--- config.mk ---
export PLATFORM = sky130hd
export DESIGN_NAME = id_pipe
export DESIGN_NICKNAME = d
export VERILOG_FILES = /design/src/rtl/id_pipe_pkg.sv /design/src/rtl/id_fwd_mux.sv /design/src/rtl/id_pipe.sv
export SDC_FILE = /design/constraint.sdc
export NUM_CORES = 1
export LEC_CHECK = 0
export ABC_AREA = 1
export BUFFER_PORTS_ARGS = -buffer_cell sky130_fd_sc_hd__buf_4
export CORE_AREA = 2 2 132 134
export DETAILED_ROUTE_END_ITERATION = 10
export DIE_AREA = 0 0 134 136
export HOLD_SLACK_MARGIN = 0.15
export PLACE_DENSITY = 0.77
export SLEW_MARGIN = 40
export SYNTH_ARGS = -nofsm -noshare
export SYNTH_HDL_FRONTEND = slang
export SYNTH_SLANG_ARGS = --single-unit
--- constraint.sdc ---
create_clock -name clk -period 2.1 [get_ports clk]
set_input_delay 0.315 -clock clk [delete_from_list [all_inputs] [get_ports clk]]
set_output_delay 0.315 -clock clk [all_outputs]
set_load 0.02 [all_outputs]
--- src/rtl/id_pipe_pkg.sv ---
// id_pipe_pkg: opcode/funct constants, ALU encodings and the instruction
// decode helper shared by the decode stage.
package id_pipe_pkg;

    localparam logic Enable  = 1'b1;
    localparam logic Disable = 1'b0;

    localparam logic [4:0] NOP_REG_ADDR = 5'd0;

    localparam logic [5:0] OP_SPECIAL = 6'b000000;
    localparam logic [5:0] OP_ANDI    = 6'b001100;
    localparam logic [5:0] OP_ORI     = 6'b001101;
    localparam logic [5:0] OP_XORI    = 6'b001110;
    localparam logic [5:0] OP_LUI     = 6'b001111;
    localparam logic [5:0] OP_PREF    = 6'b110011;

    localparam logic [5:0] F_AND  = 6'b100100;
    localparam logic [5:0] F_OR   = 6'b100101;
    localparam logic [5:0] F_XOR  = 6'b100110;
    localparam logic [5:0] F_NOR  = 6'b100111;
    localparam logic [5:0] F_SLLV = 6'b000100;
    localparam logic [5:0] F_SRLV = 6'b000110;
    localparam logic [5:0] F_SRAV = 6'b000111;
    localparam logic [5:0] F_SLL  = 6'b000000;
    localparam logic [5:0] F_SRL  = 6'b000010;
    localparam logic [5:0] F_SRA  = 6'b000011;
    localparam logic [5:0] F_SYNC = 6'b001111;

    localparam logic [7:0] ALU_NOP = 8'b00000000;
    localparam logic [7:0] ALU_AND = 8'b00100100;
    localparam logic [7:0] ALU_OR  = 8'b00100101;
    localparam logic [7:0] ALU_XOR = 8'b00100110;
    localparam logic [7:0] ALU_NOR = 8'b00100111;
    localparam logic [7:0] ALU_SLL = 8'b01111100;
    localparam logic [7:0] ALU_SRL = 8'b00000010;
    localparam logic [7:0] ALU_SRA = 8'b00000011;

    localparam logic [2:0] SEL_NOP   = 3'b000;
    localparam logic [2:0] SEL_LOGIC = 3'b001;
    localparam logic [2:0] SEL_SHIFT = 3'b010;

    typedef struct packed {
        logic        invalid;
        logic [7:0]  aluop;
        logic [2:0]  alusel;
        logic        re1;
        logic        re2;
        logic        wreg;
        logic [4:0]  wd;
        logic [31:0] imm;
    } dec_t;

    function automatic logic [7:0] fn_aluop(input logic [5:0] fn);
        logic [7:0] a;
        case (fn)
            F_AND:          a = ALU_AND;
            F_OR:           a = ALU_OR;
            F_XOR:          a = ALU_XOR;
            F_NOR:          a = ALU_NOR;
            F_SLLV, F_SLL:  a = ALU_SLL;
            F_SRLV, F_SRL:  a = ALU_SRL;
            F_SRAV, F_SRA:  a = ALU_SRA;
            default:        a = ALU_NOP;
        endcase
        return a;
    endfunction

    function automatic logic [7:0] op_aluop(input logic [5:0] op);
        logic [7:0] a;
        case (op)
            OP_ANDI:         a = ALU_AND;
            OP_ORI, OP_LUI:  a = ALU_OR;
            OP_XORI:         a = ALU_XOR;
            default:         a = ALU_NOP;
        endcase
        return a;
    endfunction

    function automatic dec_t decode(input logic [31:0] inst);
        dec_t       d;
        logic [5:0] op;
        logic [5:0] fn;
        logic       r_grp;
        logic       s_grp;
        logic       y_grp;
        logic       i_grp;
        op = inst[31:26];
        fn = inst[5:0];
        r_grp = op == OP_SPECIAL && inst[10:6] == 5'd0 &&
                fn inside {F_AND, F_OR, F_XOR, F_NOR, F_SLLV, F_SRLV, F_SRAV};
        s_grp = op == OP_SPECIAL && inst[25:21] == 5'd0 &&
                fn inside {F_SLL, F_SRL, F_SRA};
        y_grp = op == OP_SPECIAL && inst[10:6] == 5'd0 && fn == F_SYNC;
        i_grp = op inside {OP_ANDI, OP_ORI, OP_XORI, OP_LUI};
        d.invalid = 1'b1;
        d.aluop   = ALU_NOP;
        d.alusel  = SEL_NOP;
        d.re1     = Disable;
        d.re2     = Disable;
        d.wreg    = Disable;
        d.wd      = NOP_REG_ADDR;
        d.imm     = '0;
        unique case (1'b1)
            r_grp: begin
                d.invalid = 1'b0;
                d.aluop   = fn_aluop(fn);
                d.alusel  = fn[5] ? SEL_LOGIC : SEL_SHIFT;
                d.re1     = Enable;
                d.re2     = Enable;
                d.wreg    = Enable;
                d.wd      = inst[15:11];
            end
            s_grp: begin
                d.invalid = 1'b0;
                d.aluop   = fn_aluop(fn);
                d.alusel  = SEL_SHIFT;
                d.re2     = Enable;
                d.wreg    = Enable;
                d.wd      = inst[15:11];
                d.imm     = {27'd0, inst[10:6]};
            end
            i_grp: begin
                d.invalid = 1'b0;
                d.aluop   = op_aluop(op);
                d.alusel  = SEL_LOGIC;
                d.re1     = Enable;
                d.wreg    = Enable;
                d.wd      = inst[20:16];
                d.imm     = (op == OP_LUI) ? {inst[15:0], 16'h0000}
                                           : {16'h0000, inst[15:0]};
            end
            y_grp || op == OP_PREF: begin
                d.invalid = 1'b0;
            end
            default: ;
        endcase
        return d;
    endfunction

endpackage

--- src/rtl/id_fwd_mux.sv ---
// id_fwd_mux: one operand's select between immediate, regfile and
// N prioritised forwarding sources (source 0 wins).
import id_pipe_pkg::*;

module id_fwd_mux #(
    parameter int DATA_W = 32,
    parameter int REG_AW = 5,
    parameter int N_FWD  = 2
) (
    input  logic                      re,
    input  logic [REG_AW-1:0]         addr,
    input  logic [DATA_W-1:0]         imm,
    input  logic [DATA_W-1:0]         rf_data,
    input  logic [N_FWD-1:0]          fwd_wreg,
    input  logic [N_FWD*REG_AW-1:0]   fwd_wd,
    input  logic [N_FWD*DATA_W-1:0]   fwd_wdata,
    output logic [DATA_W-1:0]         data
);

    always_comb begin
        data = rf_data;
        // Walk oldest to youngest so the lowest index is applied last.
        for (int k = N_FWD - 1; k >= 0; k--) begin
            if (fwd_wreg[k] && fwd_wd[k*REG_AW +: REG_AW] == addr) begin
                data = fwd_wdata[k*DATA_W +: DATA_W];
            end
        end
        if (addr == '0) begin
            data = '0;
        end
        if (re == Disable) begin
            data = imm;
        end
    end

endmodule

--- src/rtl/id_pipe.sv ---
// id_pipe: registered MIPS decode stage with forwarding, load-use stall and
// ID/EX valid/ready register. Define ID_PERF_CNT_EN for the stall counter.
import id_pipe_pkg::*;

module id_pipe #(
    parameter int DATA_W   = 32,
    parameter int REG_AW   = 5,
    parameter int N_FWD    = 2,
    parameter int ALUOP_W  = 8,
    parameter int ALUSEL_W = 3
) (
    input  logic                     clk,
    input  logic                     rst,
`ifdef ID_PERF_CNT_EN
    output logic [31:0]              stall_cnt_o,
`endif
    input  logic                     in_valid,
    output logic                     in_ready,
    input  logic [DATA_W-1:0]        pc_i,
    input  logic [31:0]              inst_i,
    output logic [REG_AW-1:0]        reg1_addr_o,
    output logic [REG_AW-1:0]        reg2_addr_o,
    output logic                     reg1_read_o,
    output logic                     reg2_read_o,
    input  logic [DATA_W-1:0]        reg1_data_i,
    input  logic [DATA_W-1:0]        reg2_data_i,
    input  logic [N_FWD-1:0]         fwd_wreg_i,
    input  logic [N_FWD*REG_AW-1:0]  fwd_wd_i,
    input  logic [N_FWD*DATA_W-1:0]  fwd_wdata_i,
    input  logic                     ex_load_i,
    input  logic                     flush_i,
    output logic                     out_valid,
    input  logic                     out_ready,
    output logic [ALUOP_W-1:0]       aluop_o,
    output logic [ALUSEL_W-1:0]      alusel_o,
    output logic [DATA_W-1:0]        reg1_o,
    output logic [DATA_W-1:0]        reg2_o,
    output logic [REG_AW-1:0]        wd_o,
    output logic                     wreg_o,
    output logic [DATA_W-1:0]        pc_o,
    output logic                     inst_invalid_o
);

    dec_t               dec;
    logic [DATA_W-1:0]  imm;
    logic [DATA_W-1:0]  op1;
    logic [DATA_W-1:0]  op2;
    logic [REG_AW-1:0]  ex_wd;
    logic               stall;
    logic               capture;

    assign dec         = decode(inst_i);
    assign imm         = DATA_W'(dec.imm);
    assign reg1_addr_o = REG_AW'(inst_i[25:21]);
    assign reg2_addr_o = REG_AW'(inst_i[20:16]);
    assign reg1_read_o = dec.re1;
    assign reg2_read_o = dec.re2;

    id_fwd_mux #(
        .DATA_W (DATA_W),
        .REG_AW (REG_AW),
        .N_FWD  (N_FWD)
    ) u_fwd1 (
        .re        (dec.re1),
        .addr      (reg1_addr_o),
        .imm       (imm),
        .rf_data   (reg1_data_i),
        .fwd_wreg  (fwd_wreg_i),
        .fwd_wd    (fwd_wd_i),
        .fwd_wdata (fwd_wdata_i),
        .data      (op1)
    );

    id_fwd_mux #(
        .DATA_W (DATA_W),
        .REG_AW (REG_AW),
        .N_FWD  (N_FWD)
    ) u_fwd2 (
        .re        (dec.re2),
        .addr      (reg2_addr_o),
        .imm       (imm),
        .rf_data   (reg2_data_i),
        .fwd_wreg  (fwd_wreg_i),
        .fwd_wd    (fwd_wd_i),
        .fwd_wdata (fwd_wdata_i),
        .data      (op2)
    );

    // A load in EX cannot forward yet, so a dependent reader must wait.
    assign ex_wd = fwd_wd_i[REG_AW-1:0];
    assign stall = in_valid && ex_load_i && fwd_wreg_i[0] &&
                   ex_wd != '0 &&
                   ((dec.re1 && ex_wd == reg1_addr_o) ||
                    (dec.re2 && ex_wd == reg2_addr_o));

    assign in_ready = !rst && !flush_i && !stall &&
                      (!out_valid || out_ready);
    assign capture  = in_valid && in_ready;

    always_ff @(posedge clk) begin
        if (rst) begin
            out_valid      <= 1'b0;
            aluop_o        <= ALUOP_W'(ALU_NOP);
            alusel_o       <= ALUSEL_W'(SEL_NOP);
            reg1_o         <= '0;
            reg2_o         <= '0;
            wd_o           <= REG_AW'(NOP_REG_ADDR);
            wreg_o         <= Disable;
            pc_o           <= '0;
            inst_invalid_o <= 1'b0;
        end else if (flush_i) begin
            out_valid <= 1'b0;
        end else if (capture) begin
            out_valid      <= 1'b1;
            aluop_o        <= ALUOP_W'(dec.aluop);
            alusel_o       <= ALUSEL_W'(dec.alusel);
            reg1_o         <= op1;
            reg2_o         <= op2;
            wd_o           <= REG_AW'(dec.wd);
            wreg_o         <= dec.wreg;
            pc_o           <= pc_i;
            inst_invalid_o <= dec.invalid;
        end else if (out_ready) begin
            out_valid <= 1'b0;
        end
    end

`ifdef ID_PERF_CNT_EN
    always_ff @(posedge clk) begin
        if (rst) begin
            stall_cnt_o <= '0;
        end else if (stall && stall_cnt_o != 32'hFFFF_FFFF) begin
            stall_cnt_o <= stall_cnt_o + 32'd1;
        end
    end
`endif

endmodule

==> qor.yml, run 1 <==
drive_above_1_share: 0.258
die_y_microns: 136
synth.avg_cell_area_sq_um: 5.48
nNetsFinal: 1897
min_period_over_period: 0.931
wl_per_cell_microns: 15.1
grt_usage: 0.313
drv_slew: 0
hold_path.class: "input port to flip-flop"
routed_via_density: 4.90
hold_ws_ps: 168
crit_family: "simple AND/OR/NAND/NOR gates"
synth_top_family_by_area: "simple AND/OR/NAND/NOR gates"
root_buffer: "clkbuf_16"
cp.depth: 10
cts.sinks: 110
io_buffers: 335
ir_drop_mv: 0.413
final_common_cell: "nand2_1"
max-clock-path-buffers: 2
path_buf_inv: 3
vias: 9381
grt_pass1_vias: 8862
hold_path_startpoint: "pc_i[5]"
wl_microns: 28900
grt_pass1_wl_microns: 44700
cts_tree: "built"
end_kind: "output port"
p_per_area_mw_per_mm2: 506
cts_inserted_buffers: 9
path_class: "input port to output port"
antenna_found_initial: 0
hold_viol: 0
yosysSeqAreaShare: 0.293
finalSetupTns_ps: 0
fin_crit_ps: 1950
cpPeakStageDelay_ps: 260
syn_to_final_growth_pct: 43.9
die_x_microns: 134
synth_edf_count: 0
finalClockSkew_ps: 7.74
overflow: 0
syn_inst: 1372
worst-r2r-cell-count: 8
netlist_area_sq_mm: 0.00752
drv_cap: 0
die-area_sq_mm: 0.0182
ant_nets: 0
start_util: 0.445
fp-row-count: 48
async_flop_share: 0
yosys_warnings: 0
hpwl_microns: 23000
io_pins: 338
synthAdderAreaFrac: 0
ff2ff_setup_slack_ps: 510
synth_compound_area_frac: 0.0671
clk_pin_slew_ps: 80
drt_iter0_markers: 698
crit_path_end: "in_ready"
synth_mux_area_frac: 0
outcome: "finished clean"
path_common_cell: "buf_4"
synth-xor-area-share: 0.00233
critPathLaunch: "inst_i[7]"
dr.pass1.iters: 5
grt_max_degree: 51
final_cells: 1916
p_leak_uw: 0.00620
htree_levels: 3
dp.cells: 1901
gp_congestion: 0.965
cp_cell_sequence: "buf_4 > or2_1 > nor2_4 > nand3_4 > nand2_2 > nand2_1 > nand2_1 > a21boi_0 > buf_4 > buf_4"
r2r-start: "out_valid"
synth_simple_gate_area_frac: 0.485
drc: 0
arrival_ps: 1640
rr_endpoint: "reg2_o[15]"
rsz0062_at_grt: "no"
synth-seq-cells: 110
setup_viol: 0
coreArea_sq_mm: 0.0169
cp_max_fo: 4
worstSkewPairLatency_ps: 360
most-common-layout-cells: "nand2_1, buf_4, nor2_1"
slowest_stage: "or2_1"
yosys_most_used_dff: "dfxtp_1"
required_ps: 1780
synth_cell_types: 28
fmax_mhz: 512
diodes: 0
start_kind: "input port"
-- Yosys cell counts (4+ instances only) --
cell type  count  share of area
o21ai_0       66          0.044
nor3_1         4         0.0027
nor2_1       340           0.17
clkbuf_1      39          0.019
buf_6          5         0.0075
nand4_1       52          0.043
a21oi_1       12         0.0080
nand3b_1       8         0.0080
nand2_1      446           0.22
buf_4         27          0.027
dfxtp_1      110           0.29
nand3_1       41          0.027
o21bai_1      11          0.011
buf_2         15          0.010
nor2_2         6         0.0050
inv_1        170          0.085
-- routing by layer --
metal | vias up | global-route usage | part of all wire
li1 | 4763 | - | -
met1 | 4083 | 0.362 | 0.38
met2 | 444 | 0.538 | 0.47
met3 | 91 | 0.0708 | 0.090
met4 | 0 | 0.169 | 0.054
met5 | - | 0 | 0
-- kinds of logic after synthesis --
family          after synthesis
simple gates                903
buf+inv                     262
flops                       110
compound gates               94
xor+xnor                      2
other cells                   1
-- layout make-up --
cell class,count,area [sq um]
Clock buffer,9,225
Tap cell,225,282
Fill cell,1679,6060
Multi-Input combinational cell,1001,4260
Timing Repair Buffer,392,3130
Inverter,173,651
Sequential cell,110,2200
Clock inverter,6,71.3
-- report_power, final --
group	switching [uW]	total, uW	internal (uW)
Clock	823	1760	932
Sequential	56.8	2240	2190
Combinational	809	1470	663
Total	1690	5470	3780
-- worst reg2reg max path, cell delays in order, from the launching register on --
cell and delay [ps]:
dfxtp_1 320, inv_1 50, nor2_1 40, nor2_1 110, buf_4 170, nand3_4 240, buf_12 250, nor2_1 220
nor2_1 80
-- flip-flops by register name, summed over array words and instances (netlist names) --
register and cells:
out_valid 1, aluop_o 4, wreg_o 1, pc_o 32, reg1_o 32, reg2_o 32
inst_invalid_o 1, alusel_o 2, wd_o 5
-- what timing repair did --
action                     in CTS  in global routing
buffers inserted                0                  0
hold endpoints to repair        0                  0
hold buffers                    0                  0
gates resized for setup         0                 10
setup endpoints to repair       0                  1
-- how the worst min path moves through the flow --
stage / to / depth (start not counted) / slack, ps
after global placement: aluop_o[0] / 2 / 450
after floorplan: pc_o[0] / 2 / 450
after detailed placement: wreg_o / 2 / 450
final: pc_o[5] / 3 / 170
after CTS: pc_o[16] / 3 / 160
after global routing: pc_o[16] / 3 / 170
-- through the flow --
stage          instance area [sq um]  utilization  setup WS [ps]  total power (uW)
6_report                       10800        0.641            146              5470
5_1_grt                        10800        0.641           13.3              5730
4_1_cts                        10800        0.639           28.3              5500
3_5_place_dp                   10500        0.621          -80.1              3750
3_3_place_gp                   10500        0.621           16.5              3730
2_1_floorplan                   7520            -            227              2990
Note: power is estimated with default switching activity, not from simulation.
==> inputs of run 2 (changes only) <==
CTS_CLUSTER_DIAMETER = 200   (was not set)
REMOVE_ABC_BUFFERS = 1   (was not set)
==> qor.yml, run 2 (synthesis results as in run 1) <==
vias: 9358  # -0.25%
grt_pass1_wl_microns: 42200  # -5.5%
diodes: 0  # unchanged
hold_path_startpoint: "pc_i[9]"
drv_slew: 0  # unchanged
p_leak_uw: 0.00620  # about the same
fp-row-count: 48  # unchanged
antenna_found_initial: 1  # +1
met1_usage: 0.347  # -0.0148
drt_iter0_markers: 579  # -17%
fmax_mhz: 514  # +0.46%
start_kind: "input port"
hold_viol: 0  # unchanged
hold_path.class: "input port to flip-flop"
wl_per_cell_microns: 14.6  # -3.4%
top_regs: "pc_o (32), reg1_o (32), reg2_o (32)"
r2r-start: "out_valid"
path_buf_inv: 4  # +1
cts-resized-gates: 0  # unchanged
final_common_cell: "nand2_1"
crit_path_end: "reg2_read_o"
root_buffer: "clkbuf_16"
drv_cap: 0  # unchanged
slowest_stage: "or2_1"
final_util: 0.640  # -0.00126
fin_crit_ps: 1950  # -8.93 ps
htree_levels: 3  # unchanged
post_cts_buffers: 0  # unchanged
grtUsageMet2: 0.515  # -0.0236
busiest_layer: "met2"
grt_max_degree: 67  # +31%
drive_above_1_share: 0.257  # -0.00120
crit_family: "simple AND/OR/NAND/NOR gates"
path_class: "input port to output port"
cp_max_fo: 10  # +6
critPathLaunch: "inst_i[7]"
required_ps: 1780  # about the same
ff2ff_setup_slack_ps: 590  # +80 ps
io_pins: 338  # unchanged
max-clock-path-buffers: 2  # unchanged
arrival_ps: 1630  # about the same
syn_to_final_growth_pct: 43.6
cts_inserted_buffers: 9  # unchanged
path_common_cell: "buf_4"
cp_cell_sequence: "buf_4 > or2_1 > nor2_2 > nand3_2 > nand2_1 > buf_4 > buf_4 > buf_4"
wl_microns: 28000  # -3.2%
cpPeakStageDelay_ps: 240  # -20 ps
die_x_microns: 134  # unchanged
grt_usage: 0.292  # -0.0207
rsz0062_at_grt: "no"
dr.pass1.iters: 5  # unchanged
finalClockSkew_ps: 6.46  # -1.28 ps
gp_congestion: 0.917  # -4.9%
grt_pass1_vias: 8360  # -5.7%
outcome: "finished clean"
die_y_microns: 136  # unchanged
cp.depth: 8  # -2
min_period_over_period: 0.926  # -0.00425
rr_endpoint: "reg2_o[27]"
fill_cells: 1643  # -2.1%
hold_ws_ps: 171  # +3.33 ps
end_kind: "output port"
p_per_area_mw_per_mm2: 508  # +0.38%
hpwl_microns: 21400  # -6.9%
setup_viol: 0  # unchanged
grt_use_met3: 0.0593  # -0.0116
maxSlewHeadroom: 0.660
routed_via_density: 4.87  # -0.45%
nNetsFinal: 1900  # +0.16%
most-common-layout-cells: "nand2_1, buf_4, nor2_1"
ir_drop_mv: 0.443  # +7.3%
ant_nets: 0  # unchanged
die-area_sq_mm: 0.0182  # unchanged
drc: 0  # unchanged
worstSkewPairLatency_ps: 360  # about the same
start_util: 0.445  # unchanged
ctsHoldBuffers: 0  # unchanged
overflow: 0  # unchanged
coreArea_sq_mm: 0.0169  # unchanged
tightest_slew_ps: 510
io_buffers: 335  # unchanged
worst-r2r-cell-count: 8  # unchanged
cts_tree: "built"
clk_pin_slew_ps: 80  # about the same
cts.sinks: 110  # unchanged
==> run 2: changes by cell type in the layout (fill, tap and decap cells not counted), sizes merged <==
cell      change
buf           +3
clkinv        +2
clkbuf        +1
clkinvlp      -1
inv           -1
==> run 2: area by class of cell <==
class | instances | area [sq um] | share of cell area
clock buffers | 10 | 229 | 0.0212
inverters | 173 | 651 | 0.0603
clock inverters | 6 | 70.1 | 0.00649
flip-flops and latches | 110 | 2200 | 0.204
well taps | 225 | 282 | 0.0261
multi-input cells | 1001 | 4260 | 0.395
repair buffers | 395 | 3100 | 0.287
==> run 2: worst min-delay path, stage by stage <==
cell,delay (ps)
buf_4,70
nor2_1,30
nor2_1,80
==> run 2: report_power, final <==
part           switching (uW)  leakage, uW  total [uW]  internal [uW]
clock                     848     0.000147        1780            937
sequential               56.0     0.000898        2240           2190
combinational             800      0.00516        1450            655
==> run 2: worst min-delay path by stage <==
stage,end,slack (ps),depth (start not counted)
CTS,pc_o[29],160,3
finish,pc_o[9],170,3
global route,pc_o[4],180,3
global placement,wreg_o,460,2
detailed placement,wreg_o,460,2
floorplan,aluop_o[0],380,1
==> run 2: metrics by stage <==
stage | power [uW] | std cells | area [sq um] | setup slack, ps | TNS, ps
after CTS | 5510 | 1920 | 10800 | 141 | 0
after global placement | 3710 | 1904 | 10500 | 21.4 | 0
after detailed placement | 3730 | 1904 | 10500 | -31.5 | -678
after global routing | 5710 | 1920 | 10800 | 38.3 | 0
final | 5480 | 1920 | 10800 | 155 | 0
after floorplan | 2950 | 1284 | 7030 | -2000 | -200670
==> run 2: metal layers <==
layer,vias to the layer above,wire [microns]
li1,4767,-
met4,2,867
met3,52,2350
met2,404,13400
met1,4133,11300
met5,-,12
